### src/rtl/layer_argmax_pkg.sv
// Shared types and Q-format constants for the final-layer argmax classifier.
package layer_argmax_pkg;

  typedef enum logic [1:0] {
    IDLE = 2'd0,
    WAIT = 2'd1,
    SCAN = 2'd2,
    HOLD = 2'd3
  } state_t;

  localparam int                        SCORE_W   = 16;
  localparam logic signed [SCORE_W-1:0] SCORE_MIN = 16'sh8000;
  localparam logic signed [SCORE_W-1:0] SCORE_SAT = 16'sh7FFF;

  // Winner minus runner-up, evaluated at 17 bits so the full range is representable.
  function automatic logic [SCORE_W-1:0] sat_margin(input logic signed [SCORE_W-1:0] hi,
                                                    input logic signed [SCORE_W-1:0] lo);
    logic signed [SCORE_W:0] diff;
    diff = {hi[SCORE_W-1], hi} - {lo[SCORE_W-1], lo};
    if (diff > 17'sh07FFF) begin
      return SCORE_SAT;
    end else begin
      return diff[SCORE_W-1:0];
    end
  endfunction

endpackage

### src/rtl/argmax_step.sv
// One scan step: folds a candidate into the running (best, best_idx[, second]) state.
// Runner-up tracking exists only when ARGMAX_MARGIN_EN is defined.
module argmax_step
  import layer_argmax_pkg::*;
#(
  parameter int IDX_W = 4
) (
  input  logic                      first,
  input  logic signed [SCORE_W-1:0] cand,
  input  logic        [IDX_W-1:0]   cand_idx,
  input  logic signed [SCORE_W-1:0] best,
  input  logic        [IDX_W-1:0]   best_idx,
`ifdef ARGMAX_MARGIN_EN
  input  logic signed [SCORE_W-1:0] second,
  output logic signed [SCORE_W-1:0] next_second,
`endif
  output logic signed [SCORE_W-1:0] next_best,
  output logic        [IDX_W-1:0]   next_idx
);

  // Compare/update; a tie never displaces the lower-index winner.
  always_comb begin
    next_best = best;
    next_idx  = best_idx;
`ifdef ARGMAX_MARGIN_EN
    next_second = second;
`endif
    if (first) begin
      next_best = cand;
      next_idx  = cand_idx;
`ifdef ARGMAX_MARGIN_EN
      next_second = SCORE_MIN;
`endif
    end else if (cand > best) begin
      next_best = cand;
      next_idx  = cand_idx;
`ifdef ARGMAX_MARGIN_EN
      next_second = best;
`endif
    end else begin
`ifdef ARGMAX_MARGIN_EN
      if (cand > second) begin
        next_second = cand;
      end else begin
        next_second = second;
      end
`else
      next_best = best;
`endif
    end
  end

endmodule

### src/rtl/layer_argmax_classifier.sv
// Snapshots the final layer's node outputs after its fixed latency, scans them for the
// winning class and offers the result on valid/ready. ARGMAX_MARGIN_EN adds class_margin.
module layer_argmax_classifier
  import layer_argmax_pkg::*;
#(
  parameter int NUM_CLASSES   = 5,
  parameter int LAYER_LATENCY = 3,
  parameter int IDX_W         = 4
) (
  input  logic                           clk,
  input  logic                           reset,
  input  logic                           start,
  input  logic [SCORE_W*NUM_CLASSES-1:0] n_flat,
  output logic                           busy,
  output logic                           out_valid,
  input  logic                           out_ready,
  output logic [IDX_W-1:0]               class_idx,
  output logic [SCORE_W-1:0]             class_score
`ifdef ARGMAX_MARGIN_EN
  ,
  output logic [SCORE_W-1:0]             class_margin
`endif
);

  localparam logic [3:0]       CNT_LOAD = 4'(LAYER_LATENCY - 1);
  localparam logic [IDX_W-1:0] LAST_IDX = IDX_W'(NUM_CLASSES - 1);

  state_t                    state_r;
  logic        [3:0]         cnt_r;
  logic signed [SCORE_W-1:0] snap_r [NUM_CLASSES];
  logic        [IDX_W-1:0]   scan_idx_r;
  logic signed [SCORE_W-1:0] best_r;
  logic        [IDX_W-1:0]   best_idx_r;
  logic signed [SCORE_W-1:0] cand_s;
  logic signed [SCORE_W-1:0] next_best_s;
  logic        [IDX_W-1:0]   next_idx_s;
  logic                      first_s;
`ifdef ARGMAX_MARGIN_EN
  logic signed [SCORE_W-1:0] second_r;
  logic signed [SCORE_W-1:0] next_second_s;
`endif

  assign first_s = (scan_idx_r == {IDX_W{1'b0}});

  // Select the snapshot entry addressed by the scan index.
  always_comb begin
    cand_s = SCORE_MIN;
    for (int k = 0; k < NUM_CLASSES; k++) begin
      cand_s = (scan_idx_r == IDX_W'(k)) ? snap_r[k] : cand_s;
    end
  end

  argmax_step #(
    .IDX_W(IDX_W)
  ) u_step (
    .first      (first_s),
    .cand       (cand_s),
    .cand_idx   (scan_idx_r),
    .best       (best_r),
    .best_idx   (best_idx_r),
`ifdef ARGMAX_MARGIN_EN
    .second     (second_r),
    .next_second(next_second_s),
`endif
    .next_best  (next_best_s),
    .next_idx   (next_idx_s)
  );

  // Control FSM, snapshot capture, scan registers and registered result outputs.
  always_ff @(posedge clk or posedge reset) begin
    if (reset) begin
      state_r     <= IDLE;
      cnt_r       <= 4'd0;
      scan_idx_r  <= {IDX_W{1'b0}};
      best_r      <= 16'sh0000;
      best_idx_r  <= {IDX_W{1'b0}};
      busy        <= 1'b0;
      out_valid   <= 1'b0;
      class_idx   <= {IDX_W{1'b0}};
      class_score <= 16'h0000;
      for (int k = 0; k < NUM_CLASSES; k++) begin
        snap_r[k] <= 16'sh0000;
      end
`ifdef ARGMAX_MARGIN_EN
      second_r     <= 16'sh0000;
      class_margin <= 16'h0000;
`endif
    end else begin
      case (state_r)
        IDLE: begin
          if (start) begin
            cnt_r   <= CNT_LOAD;
            busy    <= 1'b1;
            state_r <= WAIT;
          end
        end
        WAIT: begin
          if (cnt_r == 4'd0) begin
            for (int k = 0; k < NUM_CLASSES; k++) begin
              snap_r[k] <= n_flat[k*SCORE_W +: SCORE_W];
            end
            scan_idx_r <= {IDX_W{1'b0}};
            state_r    <= SCAN;
          end else begin
            cnt_r <= cnt_r - 4'd1;
          end
        end
        SCAN: begin
          best_r     <= next_best_s;
          best_idx_r <= next_idx_s;
`ifdef ARGMAX_MARGIN_EN
          second_r   <= next_second_s;
`endif
          if (scan_idx_r == LAST_IDX) begin
            class_idx   <= next_idx_s;
            class_score <= next_best_s;
`ifdef ARGMAX_MARGIN_EN
            class_margin <= sat_margin(next_best_s, next_second_s);
`endif
            out_valid   <= 1'b1;
            state_r     <= HOLD;
          end else begin
            scan_idx_r <= scan_idx_r + IDX_W'(1);
          end
        end
        HOLD: begin
          if (out_ready) begin
            out_valid <= 1'b0;
            // A start in the accepting cycle chains straight into the next run.
            if (start) begin
              cnt_r   <= CNT_LOAD;
              state_r <= WAIT;
            end else begin
              busy    <= 1'b0;
              state_r <= IDLE;
            end
          end
        end
        default: begin
          busy      <= 1'b0;
          out_valid <= 1'b0;
          state_r   <= IDLE;
        end
      endcase
    end
  end

endmodule

### config.mk
export PLATFORM = sky130hd
export DESIGN_NAME = layer_argmax_classifier
export DESIGN_NICKNAME = d
export VERILOG_FILES = /design/src/rtl/layer_argmax_pkg.sv /design/src/rtl/argmax_step.sv /design/src/rtl/layer_argmax_classifier.sv
export SDC_FILE = /design/constraint.sdc
export NUM_CORES = 1
export LEC_CHECK = 0
export BUFFER_PORTS_ARGS = -buffer_cell sky130_fd_sc_hd__buf_2
export CAP_MARGIN = 20
export CORE_UTILIZATION = 40
export DETAILED_ROUTE_END_ITERATION = 7
export MAX_ROUTING_LAYER = met4
export PLACE_DENSITY = 0.66
export SETUP_SLACK_MARGIN = 0.1
export SLEW_MARGIN = 20
export SYNTH_ARGS = -nofsm -noshare
export SYNTH_HDL_FRONTEND = slang
export SYNTH_SLANG_ARGS = --single-unit
### constraint.sdc
create_clock -name clk -period 9.1 [get_ports clk]
set_input_delay 0.455 -clock clk [delete_from_list [all_inputs] [get_ports clk]]
set_output_delay 0.455 -clock clk [all_outputs]
set_load 0.02 [all_outputs]
======== After elaboration in Yosys (flattened, before gate mapping) ========
Cells that the tools add are included.
word-level totals
  register bits ........................... 132
  output and inout bits ................... 22
  bits of input ports ..................... 84
operators by class
  order comparisons ....................... 1
  reductions and logical operators ........ 14
  add/subtract/negate cells ............... 2
  muxes and demuxes ....................... 29
  equality and inequality tests ........... 14
operators with widths
  cell                                               count
  two-way mux 16 bit                                 7
  two-way mux 4 bit                                  7
  greater-than comparator 16 bit                     1
  != test 2 bit (second input constant)              7
  one-hot mux 4 bit (3 select lines)                 1
  AND reduction 3 bit                                3
  == test 4 x 2 -> 1 bit (second input constant)     2
  logical NOT 4 bit                                  2
  two-way mux 2 bit                                  4
  one-hot mux 2 bit (4 select lines)                 1
  one-hot mux 4 bit (2 select lines)                 1
  AND reduction 4 bit                                2
  two-way mux 1 bit                                  6
  nonzero test 2 bit                                 3
  adder 4 x 1 -> 4 bit (second input constant)       1
  == test 2 bit (second input constant)              2
  == test 4 x 1 -> 1 bit (second input constant)     1
  == test 4 x 3 -> 1 bit (second input constant)     1
  one-hot mux 1 bit (2 select lines)                 2
  AND reduction 2 bit                                2
  subtractor 4 x 1 -> 4 bit (second input constant)  1
  nonzero test 3 bit                                 1
  == test 2 x 1 -> 1 bit (second input constant)     1
  logical NOT 2 bit                                  1

======== Logic depth before layout (Yosys ltp) ========
Gate-level depths: netlist of the first run.
  depth in word-level cells ............... 9
  gate-level depth with buffers ........... 17

======== Hierarchy ========
From an unflattened synthesis of the first run, not the netlist that was laid out.
unflattened totals
  cell total of the unflattened synthesis .. 561
  area total of the unflattened synthesis .. 6692.7 sq um
modules (own cells, without submodules)
  module                   seq. area each (sq um)  instances  cells an instance  area each (sq um)
  layer_argmax_classifier  3303.2                  1          481                5938.2
  argmax_step              0.0                     1          80                 754.5

======== Worst setup path before layout of the first run ========
Ideal clock, no wire load.
  path type ............................... reg2reg
  start point ............................. reg scan_idx_r[0]
  end point ............................... reg best_r[10]
  period minus slack after synthesis ...... 3729 ps
  setup time .............................. 125 ps
  cell stages (with the launch flop) ...... 15
  arrival ................................. 3604 ps
  path slack .............................. 5371 ps
  path buffers ............................ 3
  path through ............................ dfrtp_1 > inv_1 > ha_1 > clkbuf_1 > clkbuf_1 > nand3b_1 > o32a_1 > ha_1 > nand4_1 > or3_1 > and3_4 > o31ai_4 > o21ai_2 > buf_6 > mux2_4
between the ends
  word-level cells in the longest chain between the ends .. 9
  elaborated cells between the ends (all ways) .. 13
RTL lines
  item                             line                                                          RTL
  from (decl)                      layer_argmax_classifier.sv:31                                 logic [IDX_W-1:0] scan_idx_r;
  from (signal assigned)           layer_argmax_classifier.sv:74                                 scan_idx_r <= {IDX_W{1'b0}};
  from (signal assigned)           layer_argmax_classifier.sv:102                                scan_idx_r <= {IDX_W{1'b0}};
  from (signal assigned)           layer_argmax_classifier.sv:123                                scan_idx_r <= scan_idx_r + IDX_W'(1);
  logical NOT 4 bit                layer_argmax_classifier.sv:43, layer_argmax_classifier.sv:49
  two-way mux 16 bit (5 in a row)  layer_argmax_classifier.sv:49                                 cand_s = (scan_idx_r == IDX_W'(k)) ? snap_r[k] : cand_s;
  greater-than comparator 16 bit   argmax_step.sv:34                                             end else if (cand > best) begin
  two-way mux 16 bit               argmax_step.sv:34
  two-way mux 16 bit (*)           argmax_step.sv:28                                             if (first) begin
  to (signal assigned)             layer_argmax_classifier.sv:109                                best_r <= next_best_s;
  to (decl)                        layer_argmax_classifier.sv:32                                 logic signed [SCORE_W-1:0] best_r;
Every way passes the cells marked *; elsewhere a longest branch is shown, timed or not.
A chain may end at the register's enable or synchronous reset.

======== Final worst setup path of the first run ========
  start point ............................. reg scan_idx_r[1]
  end point ............................... reg best_r[11]
Same word-level chain as after synthesis.

==> results of run 1 <==
[cells by family after synthesis]
group	count (synthesis)	synth area share, %
AOI/OAI and AO/OA	166	16.0
adders and majority gates	26	4.86
buffers and inverters	66	4.00
DFF	132	49.3
muxes	99	17.4
and+or+nand+nor	114	8.35
[worst max path at each step]
stage                                          from                        end  slack, ps  depth (start not counted)
after floorplan                               reset  best_idx_r[0]$_DFFE_PP0P_       5120                          1
after global placement    scan_idx_r[0]$_DFFE_PP0P_     best_r[10]$_DFFE_PP0P_       3860                         13
after detailed placement  scan_idx_r[1]$_DFFE_PP0P_      best_r[9]$_DFFE_PP0P_       3680                         13
after CTS                 scan_idx_r[1]$_DFFE_PP0P_      best_r[5]$_DFFE_PP0P_       3650                         13
after global routing      scan_idx_r[1]$_DFFE_PP0P_      best_r[5]$_DFFE_PP0P_       3210                         13
final                     scan_idx_r[1]$_DFFE_PP0P_     best_r[11]$_DFFE_PP0P_       3620                         13
[flip-flops by register name, indices dropped and copies added (netlist names)]
| register | cells |
|---|---|
| cnt_r | 4 |
| class_score | 16 |
| busy | 1 |
| best_r | 16 |
| out_valid | 1 |
| best_idx_r | 4 |
| scan_idx_r | 4 |
| state_r | 2 |
| snap_r | 80 |
| class_idx | 4 |
[worst reg2reg max path: stages (launching register included)]
cell	delay, ps
dfrtp_1	450
inv_1	170
ha_1	800
a221oi_1	230
a211oi_1	270
a21oi_1	80
o32a_1	350
ha_1	350
nand4_1	180
or4_1	630
a31oi_4	830
o21ai_2	380
buf_4	320
mux2_4	310
[stage by stage]
step	utilization [%]	instance area, um2	hold slack, ps	total power, mW
final	49.4	7960	169	3.30
after global routing	49.4	7960	243	3.55
after CTS	49.4	7960	248	3.32
after detailed placement	45.7	7370	494	2.63
after global placement	45.7	7370	491	2.58
after floorplan	-	6700	466	2.25
[routing by layer]
layer	up-vias	wire (um)	track usage, %	share of wire, %
met5	-	0	-	0
met1	2395	7420	26.0	48
met2	119	7400	30.6	47
li1	2352	-	-	-
met4	0	203	7.43	1.3
met3	21	578	3.63	3.7
[layout by cell type, fill, tap and decap left out, types with 4 or more instances in the layout]
master / synthesis / final
a21oi_1: 61 / 61
a22o_1: 18 / 18
buf_2: 4 / 105
buf_4: 0 / 4
clkbuf_16: 0 / 17
clkinv_2: 0 / 6
dfrtp_1: 132 / 132
ha_1: 26 / 26
inv_1: 29 / 28
mux2_2: 81 / 81
mux2_4: 15 / 15
nand2_1: 49 / 49
nand3_1: 4 / 4
nand3b_1: 15 / 15
nor2_1: 23 / 22
nor2b_1: 4 / 4
o21ai_0: 28 / 28
o21ai_1: 17 / 17
o31a_1: 18 / 18
[layout make-up]
| cell class | instances | area share, % |
|---|---|---|
| Multi-Input combinational cell | 405 | 39.4 |
| Timing Repair Buffer | 109 | 6.98 |
| Tap cell | 216 | 3.39 |
| Clock buffer | 19 | 5.69 |
| Clock inverter | 13 | 1.67 |
| Inverter | 29 | 1.43 |
| Sequential cell | 132 | 41.5 |
[power by group through the flow]
stage	registers (mW)	logic [mW]	clock network [mW]
final	1.04	1.59	0.673
after global routing	1.07	1.77	0.715
after CTS	1.04	1.60	0.684
after detailed placement	1.05	1.58	0
after global placement	1.04	1.54	0
after floorplan	1.04	1.21	0
==> results.cfg, run 1 <==
[sta]
fin_worst_skew_ps = 13.6
hold_viol_final = 0
tns_ps = 0
post-route-period-util_pct = 60.2
rsz0062_at_grt = no
max_slew_margin_pct = 26.1
slew_viol_final = 0
min_period_ps = 5480
worst_pin_slew_ps = 1110
timing.fmax_ghz = 0.183
setup_ws_ps = 3620
finalSetupViolCount = 0

[global_route]
grt_antenna_before_repair = 0
grt_max_degree = 85
grt_pass1_wl_mm = 26.5
grt_util_all_layers_pct = 19.8
grt_overflow_total = 0
grt_pass1_vias = 5175

[worst_setup_path]
worst_setup_path_start_kind = register
worst-path-buf-inv = 2
critPathArrivalTime_ps = 5780
crit_required_ps = 9400
r2r_slack_ps = 3620
crit_chain = inv_1, ha_1, a221oi_1, a211oi_1, a21oi_1, o32a_1, ha_1, nand4_1, or4_1, a31oi_4, o21ai_2, buf_4, mux2_4
reg2reg_to = best_r[11]$_DFFE_PP0P_
path_common_cell = ha_1
crit_path_end_kind = register
path_max_fanout = 37
path_delay_family = compound AO/OA/AOI/OAI gates
cpMaxStageDelayCell = a31oi_4
max_stage_delay_ps = 830
r2r_start = scan_idx_r[1]$_DFFE_PP0P_
rr_worst_depth = 13
path_class = reg -> reg

[route]
ant_nets = 0
route.detailed.drc = 0
drt_iter0_drc = 287
wl_per_cell_um = 16.9
first_pass_iters = 5
vias = 4887
vias_per_cell = 5.29
drt_wl_total_mm = 15.6

[power_and_ir_drop]
pwr-share-comb_pct = 48.2
pwr-share-seq_pct = 31.4
power_frac_clock_pct = 20.4
ir_worst_vdd_mv = 0.210
swShare_pct = 40.6
p_int_mw = 1.96
p_sw_mw = 1.34
leakage_nw = 3.68
pwr_density_cell_nw_per_um2 = 415

[synthesis]
synth_edf_count = 0
ys_ff_latch = 132
ys_warn_count = 0
yosys.area.top_type = dfrtp_1
synthTopCellsByCount = dfrtp_1, mux2_2, a21oi_1
syn_area_um2 = 6700
synthTopCellsByArea = dfrtp_1, mux2_2, ha_1
yosys_most_used_dff = dfrtp_1
async_reset_ff_share_pct = 100
synth_top_area_share_pct = 49.3
ys_seq_area_share_pct = 49.3
ys_types = 50
synth_nets = 713
syn_area_per_cell_um2 = 11.1
synth_most_common_cell = dfrtp_1
syn_inst = 603

[placed_design]
placedCellCount = 891
gp_congestion = 0.852
dp_hpwl_mm = 11.0
io_buffers = 105
pre_cts_slack_ps = 3680

[job]
maxCapViolations = 0

[layout]
fill_cells = 1482
drive_gt1_share_pct = 34.8
antenna_cells = 0
multi_input_area_um2 = 3130
finalNonFillerCells = 923
seqCellArea_um2 = 3300
syn_to_final_growth_pct = 18.9
finalNetCount = 804

[clock_tree]
cts-buffers-inserted = 17
cts_resized = 0
clockBufferDepth = 2
path_clk_slew_ps = 60
clk-insertion-delay-late_ps = 420
cts_tree = yes
holdBufCountCts = 0
cts_sinks = 132
htree_levels = 4
cts_setup_buffers = 0
cts_root_buf = clkbuf_16

[die]
ioPinCount = 106
start_util_pct = 41.6
die_x_um = 131
die_y_um = 131
die-area_um2 = 17300
fp-row-count = 46
core-area_um2 = 16100

[outcome]
outcome = finished clean

[min_path]
hp-class = in -> async
Note: power is estimated with default switching activity, not from simulation.
==> run 2, diff against run 1 <==
==> constraint.sdc (replaced) <==
create_clock -name clk -period 5.4 [get_ports clk]
set_input_delay 0.27 -clock clk [delete_from_list [all_inputs] [get_ports clk]]
set_output_delay 0.27 -clock clk [all_outputs]
set_load 0.02 [all_outputs]
==> run 2 against run 1 <==
Effect of this change: sequential share of layout area fell by 0.38 points; critical path type unchanged; clock-buffer cell count rose by 4; total power rose by 71%; combinational power rose by 71%; largest cell class unchanged; die area did not move; clock skew fell by 5.3 ps; via count rose by 0.63%.
==> results.cfg, run 2 (synthesis gave the netlist of run 1 again) <==
[outcome]
outcome = finished clean

[worst_setup_path]
critPathArrivalTime_ps = 4970
worst_setup_path_start_kind = register
cpMaxStageDelayCell = ha_1
path_class = reg -> reg
path_max_fanout = 37
crit_chain = inv_1, ha_1, a221oi_1, a211oi_1, a21oi_1, o32a_1, ha_1, nand4_1, nor4_1, and4_1, o31ai_4, buf_4, o21ai_2, buf_4, mux2_4
crit_required_ps = 5710
crit_path_end_kind = register
max_stage_delay_ps = 680

[clock_tree]
cts_setup_buffers = 0
cts_root_buf = clkbuf_16
clk-insertion-delay-late_ps = 420
path_clk_slew_ps = 60
cts-buffers-inserted = 17
cts_tree = yes
holdBufCountCts = 0
htree_levels = 4
cts_sinks = 132
cts_resized = 0
clockBufferDepth = 2

[layout]
multi_input_area_um2 = 3130
final_common_cell = dfrtp_1
largest_reg_flops = 80
reg_top3 = snap_r x80, best_r x16, class_score x16
finalNonFillerCells = 929
fin_util_pct = 49.9
final_area_um2 = 8040
seqCellArea_um2 = 3300
fill_cells = 1480
antenna_cells = 0
final_cell_mix = dfrtp_1, buf_2, mux2_2
largest_register = snap_r
syn_to_final_growth_pct = 20.0
drive_gt1_share_pct = 34.8
finalNetCount = 810

[placed_design]
placed_area_um2 = 7410
io_buffers = 105
gp_congestion = 0.885
placedCellCount = 896
pre_cts_slack_ps = 782
dp_hpwl_mm = 11.2

[global_route]
grt_pass1_vias = 5074
grt_overflow_total = 0
grt_util_all_layers_pct = 19.7
grt_max_degree = 90
grt_pass1_wl_mm = 26.0
grt_antenna_before_repair = 0

[sta]
tns_ps = 0
slew_viol_final = 0
setup_ws_ps = 733
min_period_ps = 4670
rsz0062_at_grt = no
timing.fmax_ghz = 0.214
finalSetupViolCount = 0
hold_ws_ps = 4.75
worst_pin_slew_ps = 958
max_slew_margin_pct = 36.1
hold_viol_final = 0
fin_worst_skew_ps = 8.35
post-route-period-util_pct = 86.4

[job]
maxCapViolations = 0

[die]
die-area_um2 = 17300
die_y_um = 131
core-area_um2 = 16100
start_util_pct = 41.6
fp-row-count = 46
die_x_um = 131
ioPinCount = 106

[route]
drt_wl_total_mm = 15.7
first_pass_iters = 5
wl_per_cell_um = 16.9
vias = 4918
route.detailed.drc = 0
vias_per_cell = 5.29
drt_iter0_drc = 190
ant_nets = 0

[power_and_ir_drop]
pwr_density_cell_nw_per_um2 = 702
ir_worst_vdd_mv = 0.541
leakage_nw = 3.72
fin_total_pwr_mw = 5.64

[min_path]
hp-class = in -> async
## run 2: cell types whose count changed in the layout (fill, tap and decap cells not counted)
cell       delta
clkinv_2      -2
nor2_2        -1
nor2_1        +1
clkbuf_1      +3
buf_4         +5
buf_12        +1
bufinv_16     +1
clkinv_4      -2
inv_6         -1
clkbuf_8      +1
## run 2: power breakdown
| group | switching (mW) | internal (mW) | total [mW] |
|---|---|---|---|
| registers | 0.305 | 1.45 | 1.75 |
| clock network | 0.416 | 0.759 | 1.18 |
| logic | 1.53 | 1.19 | 2.72 |
## run 2: cell type report
class / instances / area share [%]
Tap cell: 216 / 3.36
Sequential cell: 132 / 41.1
Timing Repair Buffer: 115 / 7.63
Inverter: 29 / 1.42
Multi-Input combinational cell: 405 / 39.0
Clock inverter: 9 / 1.57
Clock buffer: 23 / 5.95
## run 2: per-layer routing
metal / vias up / global-route usage [%] / share of wire [%]
met4: 0 / 6.85 / 1.7
met1: 2399 / 25.4 / 47
met3: 24 / 4.78 / 4.0
li1: 2360 / - / -
met5: - / - / 0
met2: 135 / 30.3 / 48
## run 2: worst paths after layout
check,slack (ps),from,end,cells past startpoint
max,730,scan_idx_r[0]$_DFFE_PP0P_,best_r[9]$_DFFE_PP0P_,15
min,5,reset,snap_r[13]$_DFFE_PP0P_,2
max reg2reg,730,scan_idx_r[0]$_DFFE_PP0P_,best_r[9]$_DFFE_PP0P_,15
min reg2reg,500,class_score[0]$_DFFE_PP0P_,class_score[0]$_DFFE_PP0P_,1
max in group asynchronous,4320,reset,snap_r[0]$_DFFE_PP0P_,3
min in group clk,60,n_flat[31],snap_r[63]$_DFFE_PP0P_,3
## run 2: worst max-delay path: cells and delay by family, from the launching register on
| kind | cells | cell delay [ps] |
|---|---|---|
| compound gates | 6 | 1110 |
| buf+inv | 3 | 640 |
| simple gates | 3 | 970 |
| flops | 1 | 460 |
| fa+ha+maj | 2 | 1020 |
| mux | 1 | 320 |
==> run 3, diff against run 2 <==
--- a/config.mk
+++ b/config.mk
@@ -7,12 +7,14 @@
 export LEC_CHECK = 0
 export BUFFER_PORTS_ARGS = -buffer_cell sky130_fd_sc_hd__buf_2
 export CAP_MARGIN = 20
+export CORE_ASPECT_RATIO = 0.75
 export CORE_UTILIZATION = 40
 export DETAILED_ROUTE_END_ITERATION = 7
 export MAX_ROUTING_LAYER = met4
 export PLACE_DENSITY = 0.66
+export REMOVE_ABC_BUFFERS = 1
 export SETUP_SLACK_MARGIN = 0.1
-export SLEW_MARGIN = 20
+export SLEW_MARGIN = 0
 export SYNTH_ARGS = -nofsm -noshare
 export SYNTH_HDL_FRONTEND = slang
 export SYNTH_SLANG_ARGS = --single-unit
==> run 3 against run 2 <==
Effect of this change: critical path depth fell by 1; flip-flop and latch count unchanged; critical endpoint is now best_r[2]$_DFFE_PP0P_; non-clock buffer count grew 3; sequential share of layout area fell by 0.20 points.
==> results.cfg, run 3 (synthesis gave the netlist of run 1 again) <==
[die]
start_util_pct = 41.4
die_x_um = 151
core-area_um2 = 16200
ioPinCount = 106
die_y_um = 114
fp-row-count = 40
die-area_um2 = 17300

[sta]
post-route-period-util_pct = 83.7
max_slew_margin_pct = 41.4
worst_pin_slew_ps = 879
fin_worst_skew_ps = 9.66
slew_viol_final = 0
tns_ps = 0
finalSetupViolCount = 0
hold_viol_final = 0
timing.fmax_ghz = 0.221
min_period_ps = 4520
rsz0062_at_grt = no

[clock_tree]
cts_tree = yes
holdBufCountCts = 1
cts_resized = 0
htree_levels = 4
cts_sinks = 132
cts_setup_buffers = 0
clk-insertion-delay-late_ps = 420
clockBufferDepth = 2
cts_root_buf = clkbuf_16
path_clk_slew_ps = 60
cts-buffers-inserted = 17

[worst_setup_path]
r2r_start = scan_idx_r[0]$_DFFE_PP0P_
crit_required_ps = 5700
path_class = reg -> reg
path_max_fanout = 19
max_stage_delay_ps = 750
rr_worst_depth = 14
worst_setup_path_start_kind = register
critPathArrivalTime_ps = 4820
path_common_cell = ha_1
path_delay_family = adder cells
cpMaxStageDelayCell = ha_1
crit_chain = inv_1, ha_1, a221oi_1, a211oi_1, a21oi_1, o32a_1, ha_1, nand4_1, nor4_1, and4_1, o31ai_4, o21ai_2, buf_4, mux2_4
r2r_slack_ps = 880
crit_path_end_kind = register
worst-path-buf-inv = 2
reg2reg_to = best_r[2]$_DFFE_PP0P_

[layout]
final_common_cell = dfrtp_1
antenna_cells = 0
final_cell_mix = dfrtp_1, buf_2, mux2_2
largest_reg_flops = 80
finalNetCount = 813
largest_register = snap_r
reg_top3 = snap_r x80, best_r x16, class_score x16
drive_gt1_share_pct = 35.1
syn_to_final_growth_pct = 20.6

[route]
wl_met1_mm = 7.27
wl_per_cell_um = 16.9
drt_iter0_drc = 319
first_pass_iters = 4
vias = 4904
highest_layer = met4
route.detailed.drc = 0
wl_met3_mm = 1.02
drt_wl_total_mm = 15.6
ant_nets = 0
vias_per_cell = 5.30
dr_wl_met2_mm = 7.27

[global_route]
grt_max_degree = 84
grt_overflow_total = 0
grt_util_all_layers_pct = 20.7
grt_pass1_wl_mm = 26.4
grt_antenna_before_repair = 0
grt_pass1_vias = 5222

[power_and_ir_drop]
fin_total_pwr_mw = 5.72
ir_worst_vdd_mv = 0.370
pwr_density_cell_nw_per_um2 = 708
leakage_nw = 3.74

[min_path]
min_from = n_flat[63]
hold-path-endpoint = snap_r[31]$_DFFE_PP0P_
hp-class = in -> reg
min_path_cells = 3

[placed_design]
gp_congestion = 0.830
dp_hpwl_mm = 10.8
io_buffers = 105

[job]
maxCapViolations = 0

[outcome]
outcome = finished clean
[run 3: cell count changes in the layout (fill, tap and decap cells not counted)]
cell / delta
clkbuf_1: -1
clkinv_2: +1
dlygate4sd3_1: +1
clkinv_4: -1
bufinv_16: +1
buf_4: +2
[run 3: area by class of cell]
class	instances	area, um2
clock inverter	10	153
inverter	29	114
fill	1448	8090
sequential	132	3300
tap	210	263
clock buffer	22	474
multi-input combinational	405	3130
timing repair buffer	118	638
[run 3: routing by layer]
metal | up-vias | track usage, %
met1 | 2407 | 26.8
met3 | 7 | 6.49
met2 | 119 | 31.4
met4 | 0 | 5.40
li1 | 2371 | -
met5 | - | -
[run 3: how the worst max path moves through the flow]
| stage | end | start | cells after the start |
|---|---|---|---|
| floorplan | best_r[10]$_DFFE_PP0P_ | scan_idx_r[0]$_DFFE_PP0P_ | 13 |
| CTS | best_r[5]$_DFFE_PP0P_ | scan_idx_r[0]$_DFFE_PP0P_ | 14 |
| global route | best_r[6]$_DFFE_PP0P_ | scan_idx_r[0]$_DFFE_PP0P_ | 14 |
| detailed placement | best_r[5]$_DFFE_PP0P_ | scan_idx_r[0]$_DFFE_PP0P_ | 14 |
| global placement | best_r[11]$_DFFE_PP0P_ | scan_idx_r[0]$_DFFE_PP0P_ | 14 |
| finish | best_r[2]$_DFFE_PP0P_ | scan_idx_r[0]$_DFFE_PP0P_ | 14 |
[run 3: metrics by stage]
stage          cells  cell area, um2  hold slack, ps  util [%]  setup slack [ps]
5_1_grt          926            8080            61.2      50.0               527
4_1_cts          925            8060            39.3      49.8               865
3_3_place_gp     892            7420             386      45.9              1170
2_1_floorplan    566            6540             387         -               571
3_5_place_dp     892            7420             385      45.9               893
6_report         926            8080            54.6      50.0               879
[run 3: tightest hold or removal path: cells and delay by family]
family / cells / cell delay (ps)
AOI/OAI and AO/OA: 1 / 60
buffers and inverters: 1 / 70
and+or+nand+nor: 1 / 30
[run 3: report_power, final]
part           internal, mW  switching (mW)  total, mW  leakage [nW]
Clock                 0.805           0.420       1.23         0.310
Sequential             1.45           0.282       1.73          1.64
Combinational          1.20            1.56       2.76          1.79
